$ cat config.mk
export PLATFORM = sky130hd
export DESIGN_NAME = cic_out_packer
export DESIGN_NICKNAME = d
export VERILOG_FILES = /design/src/rtl/cic_pack_pkg.sv /design/src/rtl/axis_fifo_2deep.sv /design/src/rtl/cic_out_packer.sv
export SDC_FILE = /design/constraint.sdc
export NUM_CORES = 1
export LEC_CHECK = 0
export ABC_AREA = 1
export CORE_MARGIN = 8
export CORE_UTILIZATION = 40
export CTS_BUF_LIST = sky130_fd_sc_hd__clkbuf_4
export DETAILED_ROUTE_END_ITERATION = 7
export RECOVER_POWER = 50
export SKIP_CTS_REPAIR_TIMING = 1
export SLEW_MARGIN = 40
export SYNTH_ARGS = -nofsm -noshare
export SYNTH_HDL_FRONTEND = slang
export SYNTH_HIERARCHICAL = 1
export SYNTH_SLANG_ARGS = --single-unit
export TNS_END_PERCENT = 1
$ cat constraint.sdc
create_clock -name clk -period 4 [get_ports clk]
set_clock_uncertainty 0.15 [all_clocks]
set_input_delay 0.4 -clock clk [delete_from_list [all_inputs] [get_ports clk]]
set_output_delay 0.4 -clock clk [all_outputs]
set_load 0.1 [all_outputs]
$ cat src/rtl/cic_pack_pkg.sv
// Shared types and constants for the CIC output packer.
// Word layout, FIFO entry bundle and packer FSM states.
package cic_pack_pkg;

  localparam int HALF_W = 16;
  localparam int WORD_W = 32;

  localparam logic [HALF_W-1:0] PAD_HI = 16'h0000;

  typedef struct packed {
    logic              last;
    logic [WORD_W-1:0] data;
  } fifo_entry_t;

  typedef enum logic [1:0] {
    ST_EVEN,
    ST_ODD,
    ST_FLUSH_WAIT
  } pack_state_e;

endpackage

$ cat src/rtl/axis_fifo_2deep.sv
// Two-entry AXI-stream skid buffer with occupancy count.
// Head entry always lives in e0_q; the caller never pushes into a full FIFO.
module axis_fifo_2deep
  import cic_pack_pkg::*;
(
  input  logic        clk,
  input  logic        async_reset_n,
  input  logic        push,
  input  fifo_entry_t push_entry,
  input  logic        pop_ready,
  output logic        out_valid,
  output fifo_entry_t out_entry,
  output logic [1:0]  count
);

  fifo_entry_t e0_q;
  fifo_entry_t e1_q;
  logic [1:0]  cnt_q;
  logic        pop;

  assign out_valid = (cnt_q != 2'd0);
  assign pop       = out_valid & pop_ready;
  assign out_entry = out_valid ? e0_q : '0;
  assign count     = cnt_q;

  always_ff @(posedge clk or negedge async_reset_n) begin
    if (!async_reset_n) begin
      e0_q  <= '0;
      e1_q  <= '0;
      cnt_q <= 2'd0;
    end else begin
      unique case ({push, pop})
        2'b10: begin
          if (cnt_q == 2'd0) e0_q <= push_entry;
          else               e1_q <= push_entry;
          cnt_q <= cnt_q + 2'd1;
        end
        2'b01: begin
          e0_q  <= e1_q;
          cnt_q <= cnt_q - 2'd1;
        end
        2'b11: begin
          if (cnt_q == 2'd1) begin
            e0_q <= push_entry;
          end else begin
            e0_q <= e1_q;
            e1_q <= push_entry;
          end
        end
        default: ;
      endcase
    end
  end

endmodule

$ cat src/rtl/cic_out_packer.sv
// Packs sign-extended CIC samples two per word and frames them with tlast.
// Flush closes a partial frame; it waits in FLUSH_WAIT while the FIFO is full.
module cic_out_packer
  import cic_pack_pkg::*;
#(
  parameter int DATA_WIDTH = 13,
  parameter int LEN_WIDTH  = 16
) (
  input  logic                  clk,
  input  logic                  async_reset_n,
  input  logic [LEN_WIDTH-1:0]  frame_len,
  input  logic                  flush,
  input  logic                  s_axis_tvalid,
  input  logic [DATA_WIDTH-1:0] s_axis_tdata,
  output logic                  s_axis_tready,
  output logic                  m_axis_tvalid,
  output logic [WORD_W-1:0]     m_axis_tdata,
  output logic                  m_axis_tlast,
  input  logic                  m_axis_tready,
  output logic [LEN_WIDTH-1:0]  frame_count
);

  pack_state_e          state_q, state_d;
  logic                 half_q, half_d;
  logic [HALF_W-1:0]    low_q, low_d;
  logic [LEN_WIDTH-1:0] word_cnt_q, word_cnt_d;
  logic [LEN_WIDTH-1:0] len_q, len_d;
  logic [LEN_WIDTH-1:0] frame_count_q;
  logic                 rdy_q;

  logic                 push;
  fifo_entry_t          push_entry;
  fifo_entry_t          head;
  logic                 fifo_valid;
  logic [1:0]           fifo_cnt;
  logic [1:0]           cnt_nxt;

  logic                 acc, pop, space;
  logic                 flush_req, do_flush, pend_d;
  logic                 complete, pad, term, first;
  logic [HALF_W-1:0]    samp_ext;
  logic [LEN_WIDTH-1:0] len_eff;
  logic                 frame_end;

  assign samp_ext = HALF_W'($signed(s_axis_tdata));

  // A new frame takes its length from frame_len; 0 means 1.
  assign len_eff = (word_cnt_q != '0) ? len_q :
                   (frame_len == '0) ? LEN_WIDTH'(1) : frame_len;
  assign frame_end = (word_cnt_q == len_eff - LEN_WIDTH'(1));

  assign acc       = s_axis_tvalid & rdy_q;
  assign pop       = fifo_valid & m_axis_tready;
  assign space     = (fifo_cnt != 2'd2) | pop;
  assign flush_req = flush | (state_q == ST_FLUSH_WAIT);
  assign do_flush  = flush_req & space;

  assign complete = acc & half_q;
  assign pad      = do_flush & (half_q ^ acc);
  assign term     = do_flush & ~half_q & ~acc
                  & (word_cnt_q != '0);
  assign first    = acc & ~half_q & ~do_flush;

  always_comb begin
    push       = 1'b0;
    push_entry = '0;
    half_d     = half_q;
    low_d      = low_q;
    word_cnt_d = word_cnt_q;
    len_d      = len_q;
    pend_d     = flush_req & ~space;
    unique case (1'b1)
      complete: begin
        push            = 1'b1;
        push_entry.data = {samp_ext, low_q};
        push_entry.last = frame_end | do_flush;
        half_d          = 1'b0;
        if (word_cnt_q == '0) len_d = len_eff;
        word_cnt_d = push_entry.last ? '0
                   : word_cnt_q + LEN_WIDTH'(1);
      end
      pad: begin
        push            = 1'b1;
        push_entry.data = {PAD_HI, half_q ? low_q : samp_ext};
        push_entry.last = 1'b1;
        half_d          = 1'b0;
        word_cnt_d      = '0;
      end
      term: begin
        push            = 1'b1;
        push_entry.last = 1'b1;
        word_cnt_d      = '0;
      end
      first: begin
        low_d  = samp_ext;
        half_d = 1'b1;
      end
      default: ;
    endcase
    cnt_nxt = fifo_cnt + 2'(push) - 2'(pop);
    state_d = pend_d ? ST_FLUSH_WAIT
            : half_d ? ST_ODD : ST_EVEN;
  end

  always_ff @(posedge clk or negedge async_reset_n) begin
    if (!async_reset_n) begin
      state_q       <= ST_EVEN;
      half_q        <= 1'b0;
      low_q         <= '0;
      word_cnt_q    <= '0;
      len_q         <= '0;
      rdy_q         <= 1'b0;
      frame_count_q <= '0;
    end else begin
      state_q    <= state_d;
      half_q     <= half_d;
      low_q      <= low_d;
      word_cnt_q <= word_cnt_d;
      len_q      <= len_d;
      rdy_q      <= (cnt_nxt != 2'd2) & ~pend_d;
      if (pop & head.last)
        frame_count_q <= frame_count_q + LEN_WIDTH'(1);
    end
  end

  axis_fifo_2deep u_fifo (
    .clk          (clk),
    .async_reset_n(async_reset_n),
    .push         (push),
    .push_entry   (push_entry),
    .pop_ready    (m_axis_tready),
    .out_valid    (fifo_valid),
    .out_entry    (head),
    .count        (fifo_cnt)
  );

  assign s_axis_tready = rdy_q;
  assign m_axis_tvalid = fifo_valid;
  assign m_axis_tdata  = head.data;
  assign m_axis_tlast  = head.last;
  assign frame_count   = frame_count_q;

endmodule

==> results of run 1 <==
## cell families after synthesis
| group | count (synthesis) |
|---|---|
| and+or+nand+nor | 743 |
| buffers and inverters | 183 |
| DFF | 133 |
| AOI/OAI and AO/OA | 71 |
| xor gates and xnor gates | 33 |
| adders and majority gates | 14 |
| muxes | 1 |
## power breakdown
part | switching, mW | leakage (nW) | internal, mW | total (mW)
clock network | 0.559 | 0.175 | 0.511 | 1.07
logic | 2.75 | 3.21 | 0.973 | 3.73
registers | 0.254 | 1.75 | 1.78 | 2.03
## worst min path at each step
stage | from | end | slack, ns | cells past startpoint
floorplan | async_reset_n | frame_count[0]$_DFFE_PN0P_ | -0.05 | 0
global placement | u_fifo/e1_q[19]$_DFFE_PN0P_ | u_fifo/e1_q[19]$_DFFE_PN0P_ | 0.30 | 2
detailed placement | u_fifo/e1_q[10]$_DFFE_PN0P_ | u_fifo/e1_q[10]$_DFFE_PN0P_ | 0.31 | 2
CTS | async_reset_n | u_fifo/e0_q[26]$_DFFE_PN0P_ | -0.28 | 1
global route | s_axis_tdata[8] | low_q[8]$_DFFE_PN0P_ | 0.30 | 3
finish | frame_count[15]$_DFFE_PN0P_ | frame_count[15]$_DFFE_PN0P_ | 0.33 | 1
## layout make-up
| class | count | area [um2] |
|---|---|---|
| fillers | 2121 | 10790 |
| multi-input cells | 862 | 4219 |
| flip-flops and latches | 133 | 3328 |
| repair buffers | 104 | 789.5 |
| inverters | 133 | 499.2 |
| well taps | 270 | 337.8 |
| clock inverters | 14 | 197.7 |
| clock buffers | 18 | 135.1 |
| diodes | 1 | 2.502 |
## metrics by stage
step | hold WS (ns) | setup WS, ns
floorplan | -0.04559 | 0.3698
global placement | 0.3041 | 0.5270
detailed placement | 0.3086 | 0.4424
CTS | -0.2794 | 0.4105
global route | 0.2976 | 0.01430
finish | 0.3254 | 0.3475
## routing by layer
metal	global-route usage (%)	up-vias	wire length, um
met1	24.71	3486	11340
li1	-	3791	-
met3	3.496	14	893
met4	4.036	0	194
met2	24.98	156	9127
met5	0	-	0
## sequential cells by signal, indices dropped and copies added, names as in the netlist
| signal | count |
|---|---|
| u_fifo/e0_q | 33 |
| u_fifo/e1_q | 33 |
| frame_count | 16 |
| len_q | 16 |
| word_cnt_q | 16 |
| low_q | 13 |
| state_q | 2 |
| u_fifo/count | 2 |
| half_q | 1 |
| s_axis_tready | 1 |
## Yosys cell counts (all sizes together)
cell type	n	area share (%)
nand3	129	8.4
nand4	5	0.38
nor3b	5	0.45
mux2	1	0.14
xnor3	1	0.27
inv	133	6.0
nor3	5	0.30
a31oi	2	0.15
nand2	481	23
o41ai	1	0.11
buf	28	2.3
clkbuf	22	0.99
and3	1	0.075
a22o	12	1.3
a21oi	11	0.66
dfrtp	133	40
o21bai	2	0.23
xnor2	6	0.63
or2	1	0.075
nor2	108	6.5
nand3b	8	0.72
o211ai	1	0.090
ha	14	2.1
xor2	26	2.7
o21ai	42	2.7
## worst max-delay path, cell delays in order, from the launching register on
cell and delay, ns:
dfrtp_1 0.44, inv_1 0.11, ha_1 0.18, nand2_2 0.09, nor2_8 0.26, nand2_4 0.23
o21ai_2 0.25, ha_1 0.24, nand2_1 0.11, nor2_4 0.17, nand2_1 0.08, nand2_1 0.11
nand2_1 0.06, nand2_1 0.05, nand2_1 0.05, nor2_1 0.10, nand2_1 0.07, nor2_2 0.12
nand2_4 0.18, nand2_1 0.10, nand2_1 0.05, nand2_1 0.08, nand3_1 0.09, nand2_1 0.10
nand2_1 0.05, nand2_1 0.07
==> impl_metrics.csv, run 1 <==
group,metric,value,unit
cells_and_area,nets,1299,
power,power.total,6.827,mW
worst_setup_path,worstPathRequired,4.34,ns
worst_setup_path,path_max_fanout,22,
timing,drv_slew,106,
global_route,antenna_found_initial,1,
drt,viasPerCell,4.851,
timing,grt_setup_unrepaired,"no",
yosys,netlist_area,8319,um2
worst_setup_path,rr_endpoint,"u_fifo/e0_q[32]$_DFFE_PN0P_",
cells_and_area,final_cell_mix,"nand2_1 (456), dfrtp_1 (133), inv_1 (130), nand3_1 (119), nor2_1 (88)",
yosys,yosys.cell_types.count,39,
global_route,track_usage,16.93,%
global_route,grt_max_degree,96,
cells_and_area,layout_commonest_cell,"nand2_1",
timing,finalSetupViolations,0,
floorplan,die_area,25670,um2
place,post-place-cells,1500,
worst_setup_path,rr_worst_depth,25,
drt,drc,0,
timing,tightest_slew,1.810,ns
clocking,path_clk_slew,0.13,ns
timing,slew_headroom,-20.65,%
place,port_buffers,84,
yosys,synthesis.nets,1226,
drt,wire_per_inst,14.04,um
worst_setup_path,crit-reg2reg-launch,"word_cnt_q[0]$_DFFE_PN0P_",
timing,hold_violations,0,
yosys,synth_cells,1178,
worst_setup_path,regToRegSetupSlack,0.35,ns
cells_and_area,final_cell_area,9509,um2
cells_and_area,area_growth,14.30,%
floorplan,initial_core_util,40.98,%
timing,finalCriticalPeriod,3.652,ns
status,violations,"capacitance limit, slew limit",
clocking,cts_buffers,17,
drt,drt_wl_total,21550,um
clocking,clock-sinks,133,
yosys,synthSimpleGateAreaFrac,39.57,%
drt,ant_nets,0,
yosys,synth_seq_area_share,40.01,%
yosys,yosysWarnings,6,
worst_setup_path,arrival,3.99,ns
timing,finalCritPeriodShare,91.31,%
worst_setup_path,critPathKind,"flop to flop",
worst_setup_path,critPathCaptureType,"flop",
timing,timing.fmax,0.2738,GHz
cells_and_area,final_cell_count_no_fill,1535,
cells_and_area,fin_util,46.84,%
yosys,synth_top_family_by_area,"simple AND/OR/NAND/NOR gates",
global_route,grt_pass1_wl,35920,um
floorplan,floorplan.rows,52,
timing,tns,0,ns
clocking,cts_buffer_depth,2,
flow_run,drv_cap,2,
global_route,grt_overflow,0,
global_route,first_global_vias,6963,
power,power.leakage,5.138,nW
worst_setup_path,crit_start,"word_cnt_q[0]$_DFFE_PN0P_",
floorplan,core_area,20300,um2
yosys,yosys.area_share.adder,2.106,%
worst_setup_path,worstSetupStartpointType,"flop",
drt,firstDrtPassIters,5,
clocking,clock_latency,0.54,ns
place,gp_congestion,0.8475,
clocking,htreeDepth,4,
clocking,cts_root_buf,"clkbuf_4",
yosys,synth_compound_area_share,5.204,%
floorplan,die_x,160.2,um
yosys,avgSynthCellArea,7.062,um2
worst_setup_path,endpoint,"u_fifo/e0_q[32]$_DFFE_PN0P_",
yosys,muxShareOfSynthArea,0.1354,%
floorplan,ios,85,
clocking,cts_tree,"done",
drt,drt_iter0_drc,557,
place,placed_area,9193,um2
min_path,min_path_type,"flop to flop",
cells_and_area,drive_above_1_share,11.55,%
yosys,ys_ff_latch,133,
yosys,synth-xor-area-share,3.640,%
power,p_per_area,717.9,nW/um2
place,dp_hpwl,15220,um
floorplan,die_y,160.2,um
status,status,"finished, violations left",
drt,num_vias,7447,
power,ir_drop,384.3,uV
No activity file was read; power rests on OpenSTA's default activity.
==> run 2: changes to the inputs <==
Settings changed: PLACE_DENSITY set to 0.72, SKIP_CTS_REPAIR_TIMING 1 to unset.
==> run 2 against run 1 <==
Net effect:
- the flow still finishes with violations (capacitance limit, slew limit)
- combinational power about the same
- sequential power hardly changed
- non-clock buffer count is the same
- clock power fell by 18%
- cell area is 0.61% lower
- die area is the same
- fmax grew 3.0%
- flip-flop and latch count unchanged
- utilization decreased by 0.28 points
- wire length fell by 2.7%
- power shrank 3.1%
- sequential share of layout area up 0.23 points
- critical endpoint unchanged
==> impl_metrics.csv, run 2 (synthesis gave the netlist of run 1 again) <==
group,metric,value,unit
status,status,"finished, violations left",
status,violations,"capacitance limit, slew limit",
clocking,clock_latency,0.56,ns
drt,num_vias,7460,
floorplan,die_y,160.2,um
worst_setup_path,arrival,3.90,ns
timing,finalSetupViolations,0,
floorplan,die_area,25670,um2
min_path,min_path_type,"input port to flop",
global_route,grt_overflow,0,
cells_and_area,nets,1299,
cells_and_area,reg_top3,"u_fifo/e0_q: 33 flops, u_fifo/e1_q: 33 flops",
floorplan,die_x,160.2,um
timing,timing.fmax,0.2821,GHz
timing,finalCriticalPeriod,3.545,ns
clocking,path_clk_slew,0.13,ns
clocking,cts_buffer_depth,2,
drt,ant_nets,0,
timing,holdWs,0.3078,ns
place,port_buffers,84,
global_route,antenna_found_initial,1,
global_route,first_global_vias,7066,
place,gp_congestion,0.8489,
clocking,cts_buffers,17,
timing,tns,0,ns
timing,drv_slew,95,
global_route,grt_pass1_wl,35850,um
place,dp_slack,0.4230,ns
drt,wire_per_inst,13.66,um
cells_and_area,final_cell_area,9452,um2
timing,finalWorstSetupSlack,0.4549,ns
floorplan,initial_core_util,40.98,%
floorplan,core_area,20300,um2
clocking,htreeDepth,4,
worst_setup_path,path_max_fanout,22,
global_route,track_usage,16.84,%
worst_setup_path,cp_cell_sequence,"nor2_8 -> nand2_4 -> nor2_8 -> nand2_8 -> o21ai_2 -> ha_1 -> nand2_1 -> nor2_4 -> nand2_1 -> nand2_1 -> nand2_1 -> nand2_1 -> nand2_1 -> nor2_1 -> nand2_1 -> nor2_2 -> nand2_4 -> nand2_1 -> nand2_1 -> nand2_1 -> nand3_1 -> nand2_1 -> nand2_1 -> nand2_1",
worst_setup_path,worstSetupStartpointType,"flop",
clocking,clock-sinks,133,
worst_setup_path,cpMostUsedCell,"nand2_1",
clocking,cts_tree,"done",
timing,grt_setup_unrepaired,"no",
drt,viasPerCell,4.860,
clocking,cts_root_buf,"clkbuf_4",
place,placed_area,9183,um2
cells_and_area,final_cell_count_no_fill,1535,
timing,tightest_slew,2.358,ns
worst_setup_path,crit_family,"simple AND/OR/NAND/NOR gates",
worst_setup_path,slowest_stage,"dfrtp_1",
cells_and_area,fin_util,46.56,%
global_route,grt_max_degree,95,
worst_setup_path,worstPathRequired,4.35,ns
drt,drt_iter0_drc,707,
worst_setup_path,crit_buf_inv,0,
cells_and_area,final_cell_mix,"nand2_1 (456), dfrtp_1 (132), inv_1 (130), nand3_1 (119), nor2_1 (88)",
timing,slew_headroom,-57.22,%
cells_and_area,area_growth,13.61,%
drt,firstDrtPassIters,6,
worst_setup_path,regToRegSetupSlack,0.45,ns
power,power.leakage,5.116,nW
timing,finalCritPeriodShare,88.63,%
cells_and_area,drive_above_1_share,11.71,%
worst_setup_path,critPathKind,"flop to flop",
floorplan,ios,85,
place,post-place-cells,1497,
worst_setup_path,slowest_delay,0.54,ns
flow_run,drv_cap,1,
worst_setup_path,critPathCaptureType,"flop",
cells_and_area,layout_commonest_cell,"nand2_1",
floorplan,floorplan.rows,52,
drt,drc,0,
power,ir_drop,418.9,uV
place,dp_hpwl,15080,um
power,p_per_area,699.6,nW/um2
power,power.total,6.612,mW
timing,hold_violations,0,
drt,drt_wl_total,20970,um
-- run 2: worst paths after layout --
| check | startpoint | end | depth (start not counted) |
|---|---|---|---|
| max | word_cnt_q[7]$_DFFE_PN0P_ | u_fifo/e0_q[32]$_DFFE_PN0P_ | 24 |
| min | s_axis_tdata[2] | low_q[2]$_DFFE_PN0P_ | 3 |
| max reg2reg | word_cnt_q[7]$_DFFE_PN0P_ | u_fifo/e0_q[32]$_DFFE_PN0P_ | 24 |
| min reg2reg | frame_count[15]$_DFFE_PN0P_ | frame_count[15]$_DFFE_PN0P_ | 1 |
| max in group asynchronous | async_reset_n | low_q[5]$_DFFE_PN0P_ | 3 |
| min in group asynchronous | async_reset_n | len_q[3]$_DFFE_PN0P_ | 2 |
-- run 2: worst register-to-register path: cells and delay by family, from the launching register on --
| kind | cells | cell delay [ns] |
|---|---|---|
| AO/OA/AOI/OAI | 1 | 0.25 |
| adder cells (fa/ha/maj) | 1 | 0.24 |
| flip-flops | 1 | 0.54 |
| AND/OR/NAND/NOR | 22 | 2.33 |
-- run 2: area by class of cell --
type                    count  area (um2)
repair buffers            104       794.5
flip-flops and latches    133        3329
clock buffers              18       135.1
well taps                 270       337.8
multi-input cells         862        4228
diodes                      1       2.502
clock inverters            14       125.1
fillers                  2050       10850
inverters                 133       499.2
-- run 2: routing by layer --
| metal | vias to the layer above | track usage [%] | part of all wire, % |
|---|---|---|---|
| li1 | 3799 | - | - |
| met1 | 3439 | 24.56 | 51 |
| met2 | 194 | 24.35 | 43 |
| met3 | 28 | 3.470 | 5.1 |
| met4 | 0 | 5.183 | 1.6 |
| met5 | - | 0 | 0 |
-- run 2: power breakdown --
part / switching (mW) / internal, mW
Clock: 0.551 / 0.322
Sequential: 0.260 / 1.78
Combinational: 2.72 / 0.982
Total: 3.53 / 3.08
-- run 2: what timing repair did --
| action | 4_1_cts | 5_1_grt |
|---|---|---|
| setup endpoints to repair | 0 | 2 |
| resized for setup | 0 | 2 |
| hold buffers | 1 | 0 |
| endpoints found under the hold margin | 93 | 0 |
| buffers inserted | 0 | 4 |
==> run 3: changes to the inputs <==
Settings changed: CELL_PAD_IN_SITES_DETAIL_PLACEMENT set to 1, CELL_PAD_IN_SITES_GLOBAL_PLACEMENT set to 1, CORE_ASPECT_RATIO set to 0.75, PLACE_DENSITY 0.72 to 0.9.
Clock period 4 ns to 4.3 ns, I/O delays scaled along.
==> run 3 against run 2 <==
Net effect:
- the run still ends with capacitance limit, slew limit left
- combinational power is 5% lower
- fmax is 8.4% lower
- wire length is 21% higher
- clock-buffer cell count is 1 lower
- first-iteration DRC count is 19% lower
- sequential power is 6% lower
- worst setup slack worse by 0.025 ns
- critical endpoint unchanged
==> impl_metrics.csv, run 3 (synthesis gave the netlist of run 1 again) <==
group,metric,value,unit
flow_run,drv_cap,1,
worst_setup_path,path_max_fanout,22,
global_route,track_usage,19.80,%
clocking,cts_buffers,17,
timing,tns,0,ns
drt,num_vias,7931,
clocking,cts_setup_buffers,0,
status,status,"finished, violations left",
clocking,cts_resized,0,
clocking,clock-sinks,133,
drt,viasPerCell,5.140,
floorplan,ios,85,
floorplan,die_x,182.5,um
drt,drt_iter0_drc,571,
clocking,path_clk_slew,0.13,ns
clocking,htreeDepth,4,
worst_setup_path,worstPathRequired,4.63,ns
floorplan,die_y,140.9,um
drt,drc,0,
timing,finalCriticalPeriod,3.870,ns
drt,wire_per_inst,16.40,um
cells_and_area,final_cell_area,9373,um2
power,intPower,2.897,mW
timing,finalSetupViolations,0,
floorplan,floorplan.rows,45,
power,power.total,6.316,mW
global_route,grt_max_degree,91,
timing,slew_headroom,-57.57,%
power,switching_share,54.13,%
timing,hold_violations,0,
worst_setup_path,worstSetupStartpointType,"flop",
cells_and_area,layout_commonest_cell,"nand2_1",
power,power.leakage,5.103,nW
place,placed_area,9112,um2
clocking,cts_tree,"done",
worst_setup_path,critPathCaptureType,"flop",
place,port_buffers,84,
cells_and_area,fillCellCount,2655,
place,dp_hpwl,18430,um
global_route,grt_pass1_wl,41370,um
cells_and_area,drive_above_1_share,11.27,%
clocking,clock_latency,0.54,ns
clocking,cts_buffer_depth,2,
worst_setup_path,critPathKind,"flop to flop",
status,violations,"capacitance limit, slew limit",
clocking,cts_root_buf,"clkbuf_4",
drt,firstDrtPassIters,5,
global_route,grt_overflow,0,
drt,ant_nets,0,
power,switchingPower,3.419,mW
timing,timing.fmax,0.2584,GHz
cells_and_area,reg_top3,"u_fifo/e0_q: 33 flops, u_fifo/e1_q: 33 flops",
drt,drt_wl_total,25310,um
global_route,first_global_vias,7980,
global_route,antenna_found_initial,1,
cells_and_area,final_cell_mix,"nand2_1 (456), dfrtp_1 (133), inv_1 (130), nand3_1 (119), nor2_1 (89)",
floorplan,core_area,20330,um2
power,p_per_area,673.8,nW/um2
timing,finalCritPeriodShare,90.00,%
timing,drv_slew,91,
cells_and_area,nets,1297,
power,pwr-share-seq,30.2,%
floorplan,initial_core_util,40.93,%
power,combPwrFrac,55.7,%
place,gp_congestion,0.8645,
min_path,min_path_type,"flop to flop",
floorplan,die_area,25720,um2
timing,tightest_slew,2.364,ns
cells_and_area,area_growth,12.66,%
power,ir_drop,295.5,uV
timing,grt_setup_unrepaired,"no",
worst_setup_path,arrival,4.20,ns
power,pwr-share-clk,14.0,%
-- run 3: power by group through the flow --
stage                     logic, mW  registers (mW)  clock network [mW]
after floorplan                2.58            1.99                   0
after global placement         3.47            1.91                   0
after detailed placement       3.52            1.93                   0
after CTS                      3.54            1.91               0.910
after global routing           3.84            1.96               0.959
final                          3.52            1.91               0.887
-- run 3: per-layer routing --
metal	vias to the layer above	routed length, um	global-route usage [%]
met5	-	0	0
met4	0	321	4.778
met3	31	1464	4.390
met2	197	11560	30.98
met1	3914	11960	27.37
li1	3789	-	-
-- run 3: layout make-up --
class	instances	area, um2	share of cell area (%)
inverter	133	499.2	5.326
multi-input combinational	862	4217	44.99
tap	282	352.8	3.765
sequential	133	3328	35.51
clock inverter	13	158.9	1.695
antenna	1	2.502	0.02670
timing repair buffer	102	686.9	7.329
clock buffer	17	127.6	1.362
-- run 3: final timing paths --
kind	slack, ns	startpoint	endpoint	depth (start not counted)
max in group asynchronous	1.00	async_reset_n	u_fifo/e1_q[10]$_DFFE_PN0P_	3
worst min register to register	0.32	frame_count[15]$_DFFE_PN0P_	frame_count[15]$_DFFE_PN0P_	1
worst max register to register	0.43	word_cnt_q[0]$_DFFE_PN0P_	u_fifo/e0_q[32]$_DFFE_PN0P_	25
worst min-delay path	0.32	frame_count[15]$_DFFE_PN0P_	frame_count[15]$_DFFE_PN0P_	1
min in group asynchronous	0.98	async_reset_n	frame_count[8]$_DFFE_PN0P_	2
worst max-delay path	0.43	word_cnt_q[0]$_DFFE_PN0P_	u_fifo/e0_q[32]$_DFFE_PN0P_	25
-- run 3: critical path, cell delays in order, from the launching register on --
cell,delay [ns]
dfrtp_1,0.45
inv_1,0.12
ha_1,0.20
nand2_2,0.10
nor2_8,0.26
nand2_4,0.23
o21ai_2,0.28
ha_1,0.25
nand2_1,0.11
nor2_4,0.19
nand2_1,0.07
nand2_1,0.08
nand2_1,0.05
nand2_1,0.06
nand2_1,0.05
nor2_1,0.10
nand2_1,0.07
nor2_2,0.16
nand2_4,0.20
nand2_1,0.14
nand2_1,0.07
nand2_1,0.12
nand3_1,0.08
nand2_1,0.09
nand2_1,0.05
nand2_1,0.06
-- run 3: through the flow --
| step | utilization (%) | setup WS (ns) | hold WS, ns | instances |
|---|---|---|---|---|
| after floorplan | - | 0.1078 | -0.01559 | 1178 |
| after global placement | 46.07 | 0.7419 | 0.3048 | 1511 |
| after detailed placement | 44.83 | 0.5478 | 0.3095 | 1511 |
| after CTS | 46.29 | 0.4647 | 0.2866 | 1542 |
| after global routing | 46.11 | 0.07054 | 0.3127 | 1543 |
| final | 46.11 | 0.4298 | 0.3246 | 1543 |
-- run 3: timing repair --
action,in CTS,in global routing
setup endpoints to repair,0,0
hold buffers,1,0
endpoints found under the hold margin,88,0
